`src/rtl/flow_control_receiver.sv`:
```
// Receive endpoint of a credit-based link: buffers incoming flits in a FIFO,
// hands them downstream with valid/ready, and returns one credit per freed slot.
module flow_control_receiver #(
  parameter int DATA_WIDTH = 16,
  parameter int DEPTH      = 8
) (
  input  logic                         clk,
  input  logic                         rst_n,
  input  logic [DATA_WIDTH-1:0]        data_in,
  input  logic                         valid_in,
  output logic [DATA_WIDTH-1:0]        data_out,
  output logic                         valid_out,
  input  logic                         ready_out,
  output logic                         credit_out,
  output logic [$clog2(DEPTH+1)-1:0]   occupancy,
  output logic                         overflow
);

  localparam int PW = $clog2(DEPTH);
  localparam int CW = $clog2(DEPTH+1);
  localparam logic [CW-1:0] FULL_COUNT = CW'(DEPTH);

  logic [DATA_WIDTH-1:0] mem [DEPTH];
  logic [PW-1:0]         wr_ptr;
  logic [PW-1:0]         rd_ptr;
  logic [CW-1:0]         owed;
  logic [CW-1:0]         avail;
  logic                  full;
  logic                  push;
  logic                  pop;

  // NOTE: every signal is assigned on every path through this block, so no latch is inferred.
  always_comb begin
    full  = (occupancy == FULL_COUNT);
    pop   = valid_out && ready_out;
    push  = valid_in && (!full || pop);
    avail = owed + CW'(pop);
  end

  assign valid_out = (occupancy != '0);
  // Gate the head with valid so the unreset storage never leaks X after reset.
  assign data_out  = valid_out ? mem[rd_ptr] : '0;

  // NOTE: storage carries no reset; entries are only readable after being written.
  always_ff @(posedge clk) begin
    if (push) mem[wr_ptr] <= data_in;
  end

  // NOTE: sequential state uses non-blocking assignments so all registers update together.
  always_ff @(posedge clk or negedge rst_n) begin
    if (!rst_n) begin
      wr_ptr     <= '0;
      rd_ptr     <= '0;
      occupancy  <= '0;
      owed       <= FULL_COUNT;
      credit_out <= 1'b0;
      overflow   <= 1'b0;
    end else begin
      if (push) wr_ptr <= wr_ptr + PW'(1);
      if (pop)  rd_ptr <= rd_ptr + PW'(1);
      case ({push, pop})
        2'b10:   occupancy <= occupancy + CW'(1);
        2'b01:   occupancy <= occupancy - CW'(1);
        default: occupancy <= occupancy;
      endcase
      // Reset value of owed is the initial advertisement; pops queue behind it.
      credit_out <= (avail != '0);
      owed       <= avail - CW'(avail != '0);
      if (valid_in && full && !pop) overflow <= 1'b1;
    end
  end

endmodule

```
`config.mk`:
```
export PLATFORM = sky130hd
export DESIGN_NAME = flow_control_receiver
export DESIGN_NICKNAME = d
export VERILOG_FILES = /design/src/rtl/flow_control_receiver.sv
export SDC_FILE = /design/constraint.sdc
export NUM_CORES = 1
export LEC_CHECK = 0
export BUFFER_PORTS_ARGS = -buffer_cell sky130_fd_sc_hd__buf_4
export CORE_ASPECT_RATIO = 1.4
export CORE_MARGIN = 2
export CORE_UTILIZATION = 45
export DETAILED_ROUTE_END_ITERATION = 8
export PLACE_DENSITY = 0.75
export SYNTH_ARGS = -nofsm -noshare
export SYNTH_HDL_FRONTEND = slang
export SYNTH_SLANG_ARGS = --single-unit
```
`constraint.sdc`:
```
create_clock -name clk -period 2.55 [get_ports clk]
set_input_delay 0.51 -clock clk [delete_from_list [all_inputs] [get_ports clk]]
set_output_delay 0.51 -clock clk [all_outputs]
set_load 0.01 [all_outputs]
```
==> results.txt, run 1 <==
----------------------------------------------------
[Clock network]
  Root buffer cell ... sky130_fd_sc_hd__clkbuf_16
  Sinks on Clock Net ... 144
  Number of buffers inserted during clock tree synthesis ... 17
  Clock tree from TritonCTS ... yes
  H-tree levels ... 4
  CTS max path bufs ... 2
  CTS clock-pin slew for the worst setup and hold paths ... 60 ps
  Later-pin clock latency in the skew report ... 410 ps

[Timing]
  Worst Tran Pin Value ... 707 ps
  Number of pins exceeding their max-slew limit in the final report ... 0
  Maximum frequency from static timing analysis ... 377 MHz
  Final setup violation count ... 17
  Period Utilization, post-route ... 104%
  Worst slew margin relative to its limit ... 52.7%
  Smallest setup slack after layout ... -106 ps
  Final hold slack ... 327 ps
  RSZ-0062 raised after global routing ... yes
  Max Clock Skew ... 12.0 ps
  Final hold violations ... 0
  Shortest period the worst path allows ... 2660 ps

[Yosys]
  EDFF count, synth ... 128
  Seq cells post-synth ... 144
  Synth Warn # ... 0
  Sequential cell area fraction in the yosys report ... 73.8%
  Synth Net Count ... 309
  Average size of a mapped cell ... 20.6 µm²
  Netlist cell types ... 36
  Syn Inst Count ... 279
  Ys async rst share ... 11.1%
  Top flip-flop cell by instance count after synthesis ... sky130_fd_sc_hd__edfxtp_1
  Netlist area before placement ... 5750 µm²

[Min path]
  Worst Hold Launch ... data_in[12]
  Hold endpoint ... mem[7][12]
  Worst hold path class ... in -> reg
  Hold path depth ... 1

[Final layout]
  Share of final-layout standard cells stronger than drive strength 1 ... 42.9%
  Final non-filler cell total ... 518
  Most common cell after layout, fill and taps aside ... sky130_fd_sc_hd__edfxtp_1
  Layout overhead on the synthesized area ... 26.7%
  Top library cells by usage in the layout, fill and taps aside ... sky130_fd_sc_hd__edfxtp_1, sky130_fd_sc_hd__buf_4, sky130_fd_sc_hd__mux4_2
  Area of all placed cells without fillers ... 7280 µm²
  Final standard cell utilization of the core ... 58.6%
  Number of nets at the end of the flow ... 385
  Antenna fix cells ... 0

[Route]
  Via count ... 2936
  Remaining number of nets flagged by the antenna check after routing ... 0
  First-pass DRT Iterations ... 4
  DRC ... 0
  Number of DRC violations after detailed-routing iteration 0 ... 207
  Vias per cell ... 5.67
  Wire length reported by the detailed router ... 11100 µm
  Mean routed wirelength per cell ... 21.4 µm

[Worst setup path]
  Crit-path slowest cell ... sky130_fd_sc_hd__or4_4
  Category of the critical setup timing path ... reg -> out
  Number of cell instances on the worst register-to-register path ... 12
  Setup slack on the worst flop-to-flop path ... -30 ps
  Arrival time of the worst setup path ... 2150 ps
  Largest stage delay, worst path ... 550 ps
  Crit path capture type ... output pin
  Critical path fanouts, max ... 8
  Worst path most repeated cell ... sky130_fd_sc_hd__buf_6
  Launching point of the worst reg2reg path ... occupancy[3]
  Cell-by-cell listing of the critical path ... or4_4 -> buf_6 -> nor2b_4 -> buf_12 -> a22o_4 -> buf_6
  Critical Path Start Type ... flip-flop
  Worst endpoint required time ... 2040 ps
  End of the worst register-to-register path ... owed[2]
  Count of buffer and inverter cells on the critical path ... 3
  Dominant delay contributor by cell family on the critical path ... simple AND/OR/NAND/NOR gates

[Floorplanning]
  IO Count ... 43
  Floorplan die width ... 99.5 µm
  # rows ... 48
  Core ar. ... 12400 µm²
  Die footprint ... 13700 µm²
  Effective utilization at floorplan ... 46.3%
  DIE HEIGHT ... 138 µm

[Power]
  Largest vdd supply drop ... 0.785 mV
  Leak ... 0.00255 µW
  PwrDens ... 1280 nW/µm²

[Placed design]
  Cell area after placement ... 6460 µm²
  Detailed-placement wirelength estimate ... 6520 µm
  # placed instances ... 480
  Global placement routability congestion ... 0.744
  Post-place setup slack ... -96.5 ps
  Quantity of I/O buffers inserted on ports ... 42

[Run status]
  Status ... finished with violations
  Violated checks ... setup timing

[Global routing]
  Number of antenna violations at the first check in global routing ... 0
  Vias in the first global route ... 3078
  Largest net degree at the start of global routing ... 31
  Total gr overflow ... 0
  Global-route wire length before repair ... 17000 µm
  Global Route Usage Sum ... 17.2%

[Flow run]
  Count of max-cap constraint violations ... 0

----------------------------------------------------
-- through the flow --
stage | setup TNS, ps | power (µW)
floorplan | -209 | 5250
global placement | 0 | 6310
detailed placement | -126 | 6430
finish | -1180 | 9300
global route | -2270 | 9720
CTS | -1490 | 9260
-- kinds of logic after synthesis --
kind of cell | count (synthesis) | synth area share (%)
AND/OR/NAND/NOR | 30 | 3.02
adder cells (fa/ha/maj) | 10 | 2.31
XOR/XNOR | 10 | 1.52
AO/OA/AOI/OAI | 26 | 3.72
multiplexers | 36 | 13.3
flip-flops | 144 | 73.8
buffers and inverters | 23 | 2.31
-- what timing repair did --
item / CTS / global route
cloned: 1 / 0
setup endpoints to repair: 18 / 21
hold endpoints to repair: 15 / 0
resized for setup: 22 / 11
buffers inserted: 3 / 1
pin swaps: 20 / 7
hold buffers: 1 / 0
-- power breakdown --
group	total (µW)	internal, µW	switching, µW
Sequential	3300	3040	258
Combinational	3500	1920	1580
Clock	2510	1630	878
-- registers in the layout, summed over array words and instances (netlist names) --
| name | flops |
|---|---|
| mem | 128 |
| owed | 4 |
| occupancy | 4 |
| rd_ptr | 3 |
| credit_out | 1 |
| overflow | 1 |
| wr_ptr | 3 |
-- how the worst max path moves through the flow --
stage / from / to / depth (start not counted)
finish: occupancy[3] / data_out[14] / 6
global route: occupancy[3] / owed[2] / 12
CTS: occupancy[3] / occupancy[3] / 9
detailed placement: occupancy[2] / occupancy[3] / 8
global placement: occupancy[2] / owed[2] / 11
floorplan: occupancy[2] / occupancy[3] / 7
-- cells in the mapped netlist, types with 5 or more instances --
library cell               instances  area share, %
sky130_fd_sc_hd__a22o_1           16            2.4
sky130_fd_sc_hd__clkbuf_1          5           0.33
sky130_fd_sc_hd__dfrtp_1          15            6.5
sky130_fd_sc_hd__edfxtp_1        128             67
sky130_fd_sc_hd__ha_1              9            2.0
sky130_fd_sc_hd__inv_1             9           0.59
sky130_fd_sc_hd__mux4_2           32             13
sky130_fd_sc_hd__nor3_1            5           0.44
sky130_fd_sc_hd__xnor2_1           6           0.91
-- per-layer routing --
| metal | track usage [%] | wire, µm | up-vias | part of all wire [%] |
|---|---|---|---|---|
| li1 | - | - | 1293 | - |
| met1 | 20.4 | 4360 | 1567 | 39 |
| met2 | 30.1 | 6140 | 65 | 55 |
| met3 | 4.72 | 413 | 11 | 3.7 |
| met4 | 6.62 | 158 | 0 | 1.4 |
| met5 | 0 | 0 | - | 0 |
-- layout make-up --
| type | count | area, µm² |
|---|---|---|
| Tap cell | 150 | 188 |
| Clock buffer | 21 | 440 |
| Sequential cell | 144 | 4250 |
| Timing Repair Buffer | 71 | 671 |
| Fill cell | 884 | 5150 |
| Multi-Input combinational cell | 112 | 1540 |
| Inverter | 9 | 33.8 |
| Clock inverter | 11 | 164 |
Note: power is estimated with default switching activity, not from simulation.
==> run 2: changes to the inputs <==
==> constraint.sdc (replaced) <==
create_clock -name clk -period 2.35 [get_ports clk]
set_input_delay 0.47 -clock clk [delete_from_list [all_inputs] [get_ports clk]]
set_output_delay 0.47 -clock clk [all_outputs]
set_load 0.01 [all_outputs]
==> results.txt, run 2 (synthesized netlist as in run 1, its figures left out) <==
----------------------------------------------------
[Floorplanning]
  Core ar. ... 12400 µm² (unchanged)
  Effective utilization at floorplan ... 46.3% (unchanged)
  DIE HEIGHT ... 138 µm (unchanged)
  Die footprint ... 13700 µm² (unchanged)
  Floorplan die width ... 99.5 µm (unchanged)
  IO Count ... 43 (unchanged)
  # rows ... 48 (unchanged)

[Worst setup path]
  Crit path capture type ... output pin
  Number of cell instances on the worst register-to-register path ... 12 (unchanged)
  Largest stage delay, worst path ... 540 ps (about the same)
  Worst path most repeated cell ... sky130_fd_sc_hd__buf_6
  Arrival time of the worst setup path ... 2100 ps (-50 ps)
  Dominant delay contributor by cell family on the critical path ... simple AND/OR/NAND/NOR gates
  Critical path fanouts, max ... 5 (-3)
  Count of buffer and inverter cells on the critical path ... 3 (unchanged)
  Cell-by-cell listing of the critical path ... or4_4 -> buf_6 -> nor2b_4 -> buf_6 -> a22o_4 -> buf_6
  Crit-path slowest cell ... sky130_fd_sc_hd__or4_4
  Worst endpoint required time ... 1880 ps (-160 ps)
  Depth of the critical timing path with buffers and inverters included ... 6 (unchanged)
  Critical Path Start Type ... flip-flop
  Category of the critical setup timing path ... reg -> out

[Final layout]
  Largest regs ... mem x128, occupancy x4, owed x4
  Number of nets at the end of the flow ... 402 (+4.4%)
  Register with the most flip-flops ... mem
  Most common cell after layout, fill and taps aside ... sky130_fd_sc_hd__edfxtp_1
  Share of final-layout standard cells stronger than drive strength 1 ... 46.1% (+3.2 points)
  # fillers ... 861 (-2.6%)
  Top library cells by usage in the layout, fill and taps aside ... sky130_fd_sc_hd__edfxtp_1, sky130_fd_sc_hd__buf_4, sky130_fd_sc_hd__mux4_2
  Antenna fix cells ... 0 (unchanged)
  Layout overhead on the synthesized area ... 28.4%
  Number of flip-flops in the largest register ... 128 (unchanged)

[Route]
  Wire length reported by the detailed router ... 10700 µm (-3.0%)
  First-pass DRT Iterations ... 4 (unchanged)
  DRC ... 0 (unchanged)
  Remaining number of nets flagged by the antenna check after routing ... 0 (unchanged)
  Number of DRC violations after detailed-routing iteration 0 ... 234 (+13%)
  Vias per cell ... 5.47 (-3.5%)
  Mean routed wirelength per cell ... 20.1 µm (-5.9%)
  Via count ... 2921 (-0.51%)

[Placed design]
  Detailed-placement wirelength estimate ... 6480 µm (-0.76%)
  Quantity of I/O buffers inserted on ports ... 42 (unchanged)
  Global placement routability congestion ... 0.756 (+1.6%)

[Timing]
  RSZ-0062 raised after global routing ... yes
  Number of pins exceeding their max-slew limit in the final report ... 0 (unchanged)
  Worst Tran Pin Value ... 451 ps (-256 ps)
  Final hold violations ... 0 (unchanged)
  Final hold slack ... 287 ps (-39.8 ps)
  Maximum frequency from static timing analysis ... 388 MHz
  Period Utilization, post-route ... 110%
  Shortest period the worst path allows ... 2570 ps
  Smallest setup slack after layout ... -224 ps (-118 ps)
  Final setup violation count ... 21 (+4)
  Worst slew margin relative to its limit ... 70.0% (+17 points)
  Max Clock Skew ... 12.7 ps (+0.716 ps)

[Global routing]
  Vias in the first global route ... 3042 (-1.2%)
  Global Route Usage Sum ... 16.6% (-0.62 points)
  Global-route wire length before repair ... 16400 µm (-3.4%)
  Total gr overflow ... 0 (unchanged)
  Number of antenna violations at the first check in global routing ... 0 (unchanged)
  Largest net degree at the start of global routing ... 22 (-29%)

[Power]
  Psw ... 2960 µW (+9.1%)
  Relative contribution of combinational cells to total power ... 38.7% (+1.1 points)
  Relative contribution of sequential cells to total power ... 34.8% (-0.6 points)
  Power Total ... 10200 µW (+9.7%)
  Largest vdd supply drop ... 0.791 mV (+0.87%)
  Leak ... 0.00263 µW (+2.9%)
  Power share of the clock group ... 26.5% (-0.4 points)
  P_int ... 7240 µW (+9.9%)
  PwrDens ... 1380 nW/µm² (+8.2%)
  Net switching share of the total power ... 29.0% (-0.15 points)

[Clock network]
  CTS max path bufs ... 2 (unchanged)
  CTS clock-pin slew for the worst setup and hold paths ... 60 ps (about the same)
  Number of buffers inserted during clock tree synthesis ... 17 (unchanged)
  H-tree levels ... 4 (unchanged)
  Sinks on Clock Net ... 144 (unchanged)
  Clock tree from TritonCTS ... yes
  Root buffer cell ... sky130_fd_sc_hd__clkbuf_16
  Later-pin clock latency in the skew report ... 410 ps (about the same)

[Flow run]
  Count of max-cap constraint violations ... 0 (unchanged)

[Min path]
  Hold path depth ... 1 (unchanged)
  Worst hold path class ... in -> reg

[Run status]
  Violated checks ... setup timing
  Status ... finished with violations

----------------------------------------------------
-- run 2: final timing paths --
kind | end | slack [ps] | startpoint
max | data_out[1] | -220 | occupancy[3]
min | mem[3][13] | 290 | data_in[13]
max reg2reg | owed[2] | -180 | occupancy[3]
min reg2reg | overflow | 460 | overflow
max in group asynchronous | owed[3] | 1640 | rst_n
min in group asynchronous | credit_out | 460 | rst_n
-- run 2: final cells by class --
class                      instances  area [µm²]  area share (%)
tap                              150         188            2.54
clock inverter                    13         170            2.30
multi-input combinational        113        1560            21.1
clock buffer                      18         429            5.81
sequential                       144        4250            57.5
inverter                           9        33.8           0.457
timing repair buffer              87         759            10.3
-- run 2: metal layers --
metal | wire length [µm] | part of all wire [%] | global-route usage [%] | vias to the layer above
met5 | 0 | 0 | 0 | -
met3 | 414 | 3.9 | 4.46 | 9
li1 | - | - | - | 1324
met1 | 4410 | 41 | 20.2 | 1519
met4 | 125 | 1.2 | 7.38 | 0
met2 | 5780 | 54 | 28.0 | 69
-- run 2: worst reg2reg max path, stage by stage, from the launching register on --
cell                      delay (ps)
sky130_fd_sc_hd__dfrtp_1         380
sky130_fd_sc_hd__or4_4           540
sky130_fd_sc_hd__buf_4           160
sky130_fd_sc_hd__nand2_4          60
sky130_fd_sc_hd__inv_2            50
sky130_fd_sc_hd__ha_4            160
sky130_fd_sc_hd__ha_4            150
sky130_fd_sc_hd__xor2_2          150
sky130_fd_sc_hd__nor3_2          110
sky130_fd_sc_hd__nand2_1         120
sky130_fd_sc_hd__ha_4            180
sky130_fd_sc_hd__ha_1            180
sky130_fd_sc_hd__xor2_1          170
-- run 2: repair_timing --
action	in CTS	in global routing
pin swaps	18	2
cloned	1	0
hold buffers	1	0
gates resized for setup	25	10
setup endpoints to repair	20	23
endpoints found under the hold margin	15	0
setup buffers	4	3
-- run 2: power by group through the flow --
stage	Clock [µW]	Sequential, µW	Combinational, µW
after floorplan	0	3550	2180
after global placement	0	3560	3410
after detailed placement	0	3600	3510
after CTS	2740	3550	3860
after global routing	2840	3590	4250
final	2700	3550	3950
-- run 2: stage by stage --
step	utilization [%]	worst slack [ps]	setup TNS, ps	std cells	instance area [µm²]
floorplan	-	-366	-2740	279	5830
global placement	52.8	-143	-274	494	6560
detailed placement	52.8	-179	-537	494	6560
CTS	58.7	-256	-4270	531	7300
global route	59.4	-284	-5320	534	7380
finish	59.4	-224	-3680	534	7380
